==> src/rtl/key_press_conditioner.sv <==
// key_press_conditioner: synchronise, debounce and one-hot encode DE1-SoC push buttons (optional KEY_ENTRY_TIMEOUT_EN adds entry_timeout)
module key_press_conditioner #(
    parameter int DEBOUNCE_CYCLES = 500000,
    parameter int TIMEOUT_CYCLES  = 250000000,
    parameter int KEY_ACTIVE_LOW  = 1
) (
    input  logic       clock,
    input  logic       reset,
    input  logic [3:0] key_raw,
    output logic [3:0] key_code,
    output logic       key_valid,
    output logic       chord_error,
    output logic       key_busy
`ifdef KEY_ENTRY_TIMEOUT_EN
    ,
    output logic       entry_timeout
`endif
);
    localparam int CW = $clog2(DEBOUNCE_CYCLES);
    localparam logic [CW-1:0] CNT_MAX = CW'(DEBOUNCE_CYCLES - 1);
    localparam logic [3:0] RAW_IDLE = (KEY_ACTIVE_LOW != 0) ? 4'hF : 4'h0;

    typedef enum logic [1:0] {IDLE, DEBOUNCE, HELD, RELEASE} state_t;

    state_t state, state_nxt;
    logic [3:0] sync1, sync2, p, pat, pat_nxt, code_nxt;
    logic [CW-1:0] cnt, cnt_nxt;
    logic accept, valid_nxt, chord_nxt;

    assign p = (KEY_ACTIVE_LOW != 0) ? ~sync2 : sync2;
    assign key_busy = state != IDLE;

    // two-flop synchroniser, reset to the released level
    always_ff @(posedge clock or posedge reset) begin
        if (reset) begin
            sync1 <= RAW_IDLE;
            sync2 <= RAW_IDLE;
        end else begin
            sync1 <= key_raw;
            sync2 <= sync1;
        end
    end

    // FSM state, pattern, counter and registered event outputs
    always_ff @(posedge clock or posedge reset) begin
        if (reset) begin
            state       <= IDLE;
            pat         <= '0;
            cnt         <= '0;
            key_code    <= '0;
            key_valid   <= 1'b0;
            chord_error <= 1'b0;
        end else begin
            state       <= state_nxt;
            pat         <= pat_nxt;
            cnt         <= cnt_nxt;
            key_code    <= code_nxt;
            key_valid   <= valid_nxt;
            chord_error <= chord_nxt;
        end
    end

    // next state: debounce presses, then require a stable release before re-arming
    always_comb begin
        state_nxt = state;
        pat_nxt   = pat;
        cnt_nxt   = cnt;
        case (state)
            IDLE: if (p != 4'h0) begin
                pat_nxt   = p;
                cnt_nxt   = '0;
                state_nxt = DEBOUNCE;
            end
            DEBOUNCE: if (p == 4'h0) state_nxt = IDLE;
                else if (p != pat) begin
                    pat_nxt = p;
                    cnt_nxt = '0;
                end
                else if (cnt == CNT_MAX) state_nxt = HELD;
                else cnt_nxt = cnt + 1'b1;
            HELD: if (p == 4'h0) begin
                cnt_nxt   = '0;
                state_nxt = RELEASE;
            end
            RELEASE: if (p != 4'h0) state_nxt = HELD;
                else if (cnt == CNT_MAX) state_nxt = IDLE;
                else cnt_nxt = cnt + 1'b1;
            default: state_nxt = IDLE;
        endcase
    end

    // outputs: a stable pattern yields a key event if one-hot, otherwise a chord error
    always_comb begin
        accept    = (state == DEBOUNCE) && (p == pat) && (cnt == CNT_MAX);
        valid_nxt = accept && $onehot(pat);
        chord_nxt = accept && !$onehot(pat);
        code_nxt  = valid_nxt ? pat : key_code;
    end

`ifdef KEY_ENTRY_TIMEOUT_EN
    localparam int TW = $clog2(TIMEOUT_CYCLES);
    localparam logic [TW-1:0] TMO_MAX = TW'(TIMEOUT_CYCLES - 1);

    logic [TW-1:0] tcnt;
    logic armed;

    // inactivity window restarted by every accepted key, cancelled by a chord
    always_ff @(posedge clock or posedge reset) begin
        if (reset) begin
            tcnt          <= '0;
            armed         <= 1'b0;
            entry_timeout <= 1'b0;
        end else begin
            entry_timeout <= 1'b0;
            if (valid_nxt || chord_nxt) begin
                tcnt  <= '0;
                armed <= valid_nxt;
            end else if (armed) begin
                if (tcnt == TMO_MAX) begin
                    entry_timeout <= 1'b1;
                    armed         <= 1'b0;
                end else tcnt <= tcnt + 1'b1;
            end
        end
    end
`endif
endmodule

==> config.mk <==
export PLATFORM = sky130hd
export DESIGN_NAME = key_press_conditioner
export DESIGN_NICKNAME = d
export VERILOG_FILES = /design/src/rtl/key_press_conditioner.sv
export SDC_FILE = /design/constraint.sdc
export NUM_CORES = 1
export LEC_CHECK = 0
export CAP_MARGIN = 30
export CORE_AREA = 2 2 72 67
export CTS_BUF_LIST = sky130_fd_sc_hd__clkbuf_4
export CTS_CLUSTER_SIZE = 14
export DETAILED_ROUTE_END_ITERATION = 10
export DIE_AREA = 0 0 74 69
export SLEW_MARGIN = 5
export SYNTH_ARGS = -nofsm -noshare
export SYNTH_HDL_FRONTEND = slang
export SYNTH_SLANG_ARGS = --single-unit
==> constraint.sdc <==
create_clock -name clock -period 2.5 [get_ports clock]
set_clock_uncertainty 0.1 [all_clocks]
set_input_delay 0.5 -clock clock [delete_from_list [all_inputs] [get_ports clock]]
set_output_delay 0.5 -clock clock [all_outputs]
set_load 0.05 [all_outputs]
* Word level (Yosys, flattened, before mapping)
Cells that the tools add are included.
** Storage, ports and cells
- Register bits :: 39
- Output and inout bits :: 7
- Word-level logic and storage cells :: 60
** Cells by class
- Reductions and logical operators :: 13
- Mux-type cells :: 19
- Bitwise logic cells :: 1
- Eq/ne operators :: 15
- Add/subtract/negate cells :: 4
** Operators by type and width (count)
- $mux W19 :: 6
- $pmux W19 S4 :: 1
- $add A19 B1 Y19 const B :: 1
- $eq A19 B19 Y1 const B :: 1
- $mux W2 :: 7
- $mux W4 :: 3
- $ne A2 B2 Y1 const B :: 5
- $ne A3 B3 Y1 const B :: 3
- $pmux W2 S4 :: 1
- $pmux W4 S2 :: 1
- $reduce_and A4 Y1 :: 2
- $reduce_and A5 Y1 :: 1
- $add A1 B1 Y2 :: 2
- $eq A2 B2 Y1 const B :: 2
- $eq A4 B4 Y1 :: 1
- $logic_and A1 B1 Y1 :: 4
- $logic_not A4 Y1 :: 1
- $ne A4 B4 Y1 :: 1
- $not A4 Y4 :: 1
- $reduce_bool A2 Y1 :: 2
- $reduce_bool A4 Y1 :: 1
- $add A2 B2 Y3 :: 1
- $eq A3 B1 Y1 const B :: 1
- $eq A2 B1 Y1 const B :: 1
- 2 further kinds :: 2

* Longest topological paths before layout
- Depth in word-level cells :: 5
- Mapped depth :: 9
- Mapped depth without buffers :: 9

* Worst setup path before layout
No wires, ideal clock.
- Path type :: register to register
- Start point :: register pat[0]
- End point :: register key_code[0]
- Arrival time :: 2.167 ns
- Path slack :: 0.106 ns
- Cell stages (with the launch flop) :: 10
- Library setup time :: 0.128 ns
- Cell sequence :: dfrtp_1 > inv_1 > fa_1 > inv_1 > ha_1 > ha_1 > nor2_1 > nand2_1 > nor3_4 > mux2_1
** Between the ends
- Word-level cells in the longest chain between the ends :: 4
- Elaborated cells on any way between the ends :: 7
- Classes of those cells :: add/sub: 2; eq/ne: 2; reduce/logical: 3
** RTL lines
- start: declaration :: line 26 : logic [3:0] sync1, sync2, p, pat, pat_nxt, code_nxt;
- start signal: assignment :: line 55 : pat <= pat_nxt;
- $add A1 B1 Y2 (implied by the code) or $eq A4 B4 Y1 (tied branches) :: line 95, 94
- $add A2 B2 Y3 (implied by the code) or $logic_and A1 B1 Y1 (tied branches) :: line 95, 94
- $eq A3 B1 Y1 or $logic_and A1 B1 Y1 (tied branches) :: line 95, 94
- $logic_and A1 B1 Y1 :: line 95 : valid_nxt = accept && $onehot(pat);
- end signal: assignment :: line 57 : key_code <= code_nxt;
- end: declaration :: line 10 : output logic [3:0] key_code,
Several ways; a longest one is shown, not always the timed one.
A chain may end at the register's enable or synchronous reset.

* Final worst setup path
- Start point :: register cnt[11]
- End point :: register key_code[3]
** Between the ends
- Word-level cells in the longest chain between the ends :: 3
** RTL lines
- start: declaration :: line 27 : logic [CW-1:0] cnt, cnt_nxt;
- start signal: assignment :: line 56 : cnt <= cnt_nxt;
- $eq A19 B19 Y1 :: line 94 : accept = (state == DEBOUNCE) && (p == pat) && (cnt == CNT_MAX);
- $logic_and A1 B1 Y1 :: line 94
- $logic_and A1 B1 Y1 :: line 95
Every way passes these cells.

==> flow_metrics.env <==
export IMPL_cts_made_buffers=5
export IMPL_dp_cells=280
export IMPL_end_kind="flop"
export IMPL_setup_violations=0
export IMPL_synth_seq_area_share_pct=51.5
export IMPL_htreeDepth=2
export IMPL_min_to="sync2[0]$_DFF_PP1_"
export IMPL_crit_arrival_ps=2560
export IMPL_syn_area_sq_mm=0.00191
export IMPL_synth_most_common_cell="dfrtp_1"
export IMPL_cts_num_sinks=39
export IMPL_min_from="sync1[0]$_DFF_PP1_"
export IMPL_cts_root_buffer="clkbuf_4"
export IMPL_utilization_pct=55.8
export IMPL_period_share_pct=96.4
export IMPL_reg2reg_depth=6
export IMPL_core_area_sq_mm=0.00435
export IMPL_synth_area_per_cell_sq_um=9.92
export IMPL_worstSkewPairLatency_ps=350
export IMPL_final_net_count=243
export IMPL_port_buffers=12
export IMPL_drc=0
export IMPL_overflow=0
export IMPL_cts_tree="yes"
export IMPL_crit_fanout=4
export IMPL_fin_cells=296
export IMPL_worst_slew_pin_slew_ps=509
export IMPL_whs_path_depth=0
export IMPL_netlist_instances=193
export IMPL_start_kind="flop"
export IMPL_via_per_inst=5.51
export IMPL_min_path_type="reg2reg"
export IMPL_yosysTopAreaCellShare_pct=40.5
export IMPL_postCtsHoldBufs=0
export IMPL_hold_viol=0
export IMPL_die_w_um=74
export IMPL_area_growth_pct=26.6
export IMPL_cts_buffer_depth=2
export IMPL_maxClockFrequency_mhz=415
export IMPL_timing_reg2reg_setup_slack_ps=90
export IMPL_synth_edf_count=0
export IMPL_wirelength_um=4450
export IMPL_initial_core_util_pct=44.1
export IMPL_grt_max_degree=40
export IMPL_die_h_um=69
export IMPL_antenna_found_initial=0
export IMPL_dp_hpwl_um=3170
export IMPL_synthFlopType="dfrtp_1"
export IMPL_irDropWorstVdd_uv=359
export IMPL_synth_seq_cells=39
export IMPL_synthArstFlopShare_pct=100
export IMPL_rows=23
export IMPL_grt_first_pass_wirelength_um=7620
export IMPL_grt_usage_pct=19.0
export IMPL_antenna_cells=0
export IMPL_synth_area_leaders="dfrtp_1 (41%), dfstp_2 (11%), inv_1 (3.7%)"
export IMPL_crit_type="reg2reg"
export IMPL_startpoint="cnt[11]$_DFFE_PP0P_"
export IMPL_dieArea_sq_mm=0.00511
export IMPL_grt_pass1_vias=1588
export IMPL_reg2reg_from="cnt[11]$_DFFE_PP0P_"
export IMPL_drive_gt1_share_pct=23.9
export IMPL_period_minus_slack_ps=2410
export IMPL_holdWs_ps=264
export IMPL_finalPower_mw=1.27
export IMPL_cap_viol_max_count=0
export IMPL_drtPass1Iterations=4
export IMPL_critPathRequiredTime_ps=2650
export IMPL_r2r_end="key_code[3]$_DFFE_PP0P_"
export IMPL_drtIter0Drc=110
export IMPL_ios=13
export IMPL_synth_top_area_cell="dfrtp_1"
export IMPL_cellLeakagePower_nw=0.994
export IMPL_clk_pin_slew_ps=120
export IMPL_vias=1632
export IMPL_synth_nets=203
export IMPL_synth_cell_type_count=39
export IMPL_postRouteAntennaNets=0
export IMPL_relSlewSlack_pct=65.9
export IMPL_maxSlewViolCount=0
export IMPL_synth_common_cells="dfrtp_1 (31), inv_1 (19), nand2_1 (13), a21oi_1 (12)"
export IMPL_status="finished clean"
export IMPL_place_gp_congestion=0.885
export IMPL_post_drt_wl_per_cell_um=15.0
export IMPL_yosys_warnings=0
export IMPL_cellPowerDensity_mw_per_mm2=525
where the power goes:
group / leakage [nW] / internal, mW / total [mW] / switching [mW]
clock: 0.0452 / 0.210 / 0.430 / 0.220
combinational: 0.448 / 0.0813 / 0.177 / 0.0958
sequential: 0.501 / 0.652 / 0.666 / 0.0143
total: 0.994 / 0.944 / 1.27 / 0.330
sequential cells by signal (all words and copies together), names as in the netlist, named ones only:
signal / count
chord_error: 1
cnt: 19
key_code: 4
key_valid: 1
pat: 4
state: 1
sync1: 4
sync2: 4
metrics by stage:
stage               TNS [ps]  area, sq um  worst slack (ps)
global placement           0         2230              74.8
global route           -7.59         2420             -2.75
floorplan                  0         1910               106
detailed placement         0         2230              7.51
CTS                        0         2360              29.7
finish                     0         2420              89.8
cells by family after synthesis:
kind of cell / Yosys count / synth area share (%)
buffers and inverters: 24 / 4.84
AOI/OAI and AO/OA: 44 / 13.7
DFF: 39 / 51.5
and+or+nand+nor: 70 / 20.5
adders and majority gates: 4 / 3.01
xor gates and xnor gates: 6 / 3.14
muxes: 6 / 3.40
worst max path at each step:
| stage | to |
|---|---|
| after floorplan | key_code[0]$_DFFE_PP0P_ |
| after global placement | key_code[0]$_DFFE_PP0P_ |
| after detailed placement | key_code[3]$_DFFE_PP0P_ |
| after CTS | key_code[3]$_DFFE_PP0P_ |
| after global routing | key_code[1]$_DFFE_PP0P_ |
| final | key_code[3]$_DFFE_PP0P_ |
layout make-up:
cell class / instances / area [sq um]
fillers: 386 / 1920
inverters: 19 / 71.3
multi-input cells: 130 / 887
clock inverters: 3 / 43.8
flip-flops and latches: 39 / 987
clock buffers: 5 / 37.5
well taps: 62 / 77.6
repair buffers: 38 / 319
metal layers:
metal  up-vias  GRT usage (%)  wire, um
met5         -              0         0
met4         0           6.26        48
met3         6           5.12       161
met2        32           26.0      2010
met1       814           28.9      2230
li1        780              -         -
timing repair:
action / CTS / global route
gates resized for setup: 8 / 5
pin swaps: 4 / 3
buffers inserted: 3 / 5
endpoints found under the setup margin: 1 / 6
cloned: 0 / 0
critical path, cell delays in order (launching register included):
cell and delay, ps:
dfrtp_2 450, or4b_4 500, nor4_4 320, nand4_1 240
nor3_4 250, buf_6 150, mux2_4 300
cell usage in the layout (no fill, tap or decap), types with 5 or more instances in the layout:
cell type,instances
nand2_1,12
clkdlybuf4s50_1,12
dfrtp_1,30
clkbuf_4,5
dfstp_2,8
nor2_1,9
inv_1,18
nand3_1,11
nand4_1,8
o21ai_1,7
o21ai_0,11
xnor2_1,5
a21oi_1,12
buf_4,25
or3_1,10
Power figures use the tool's default switching activity.
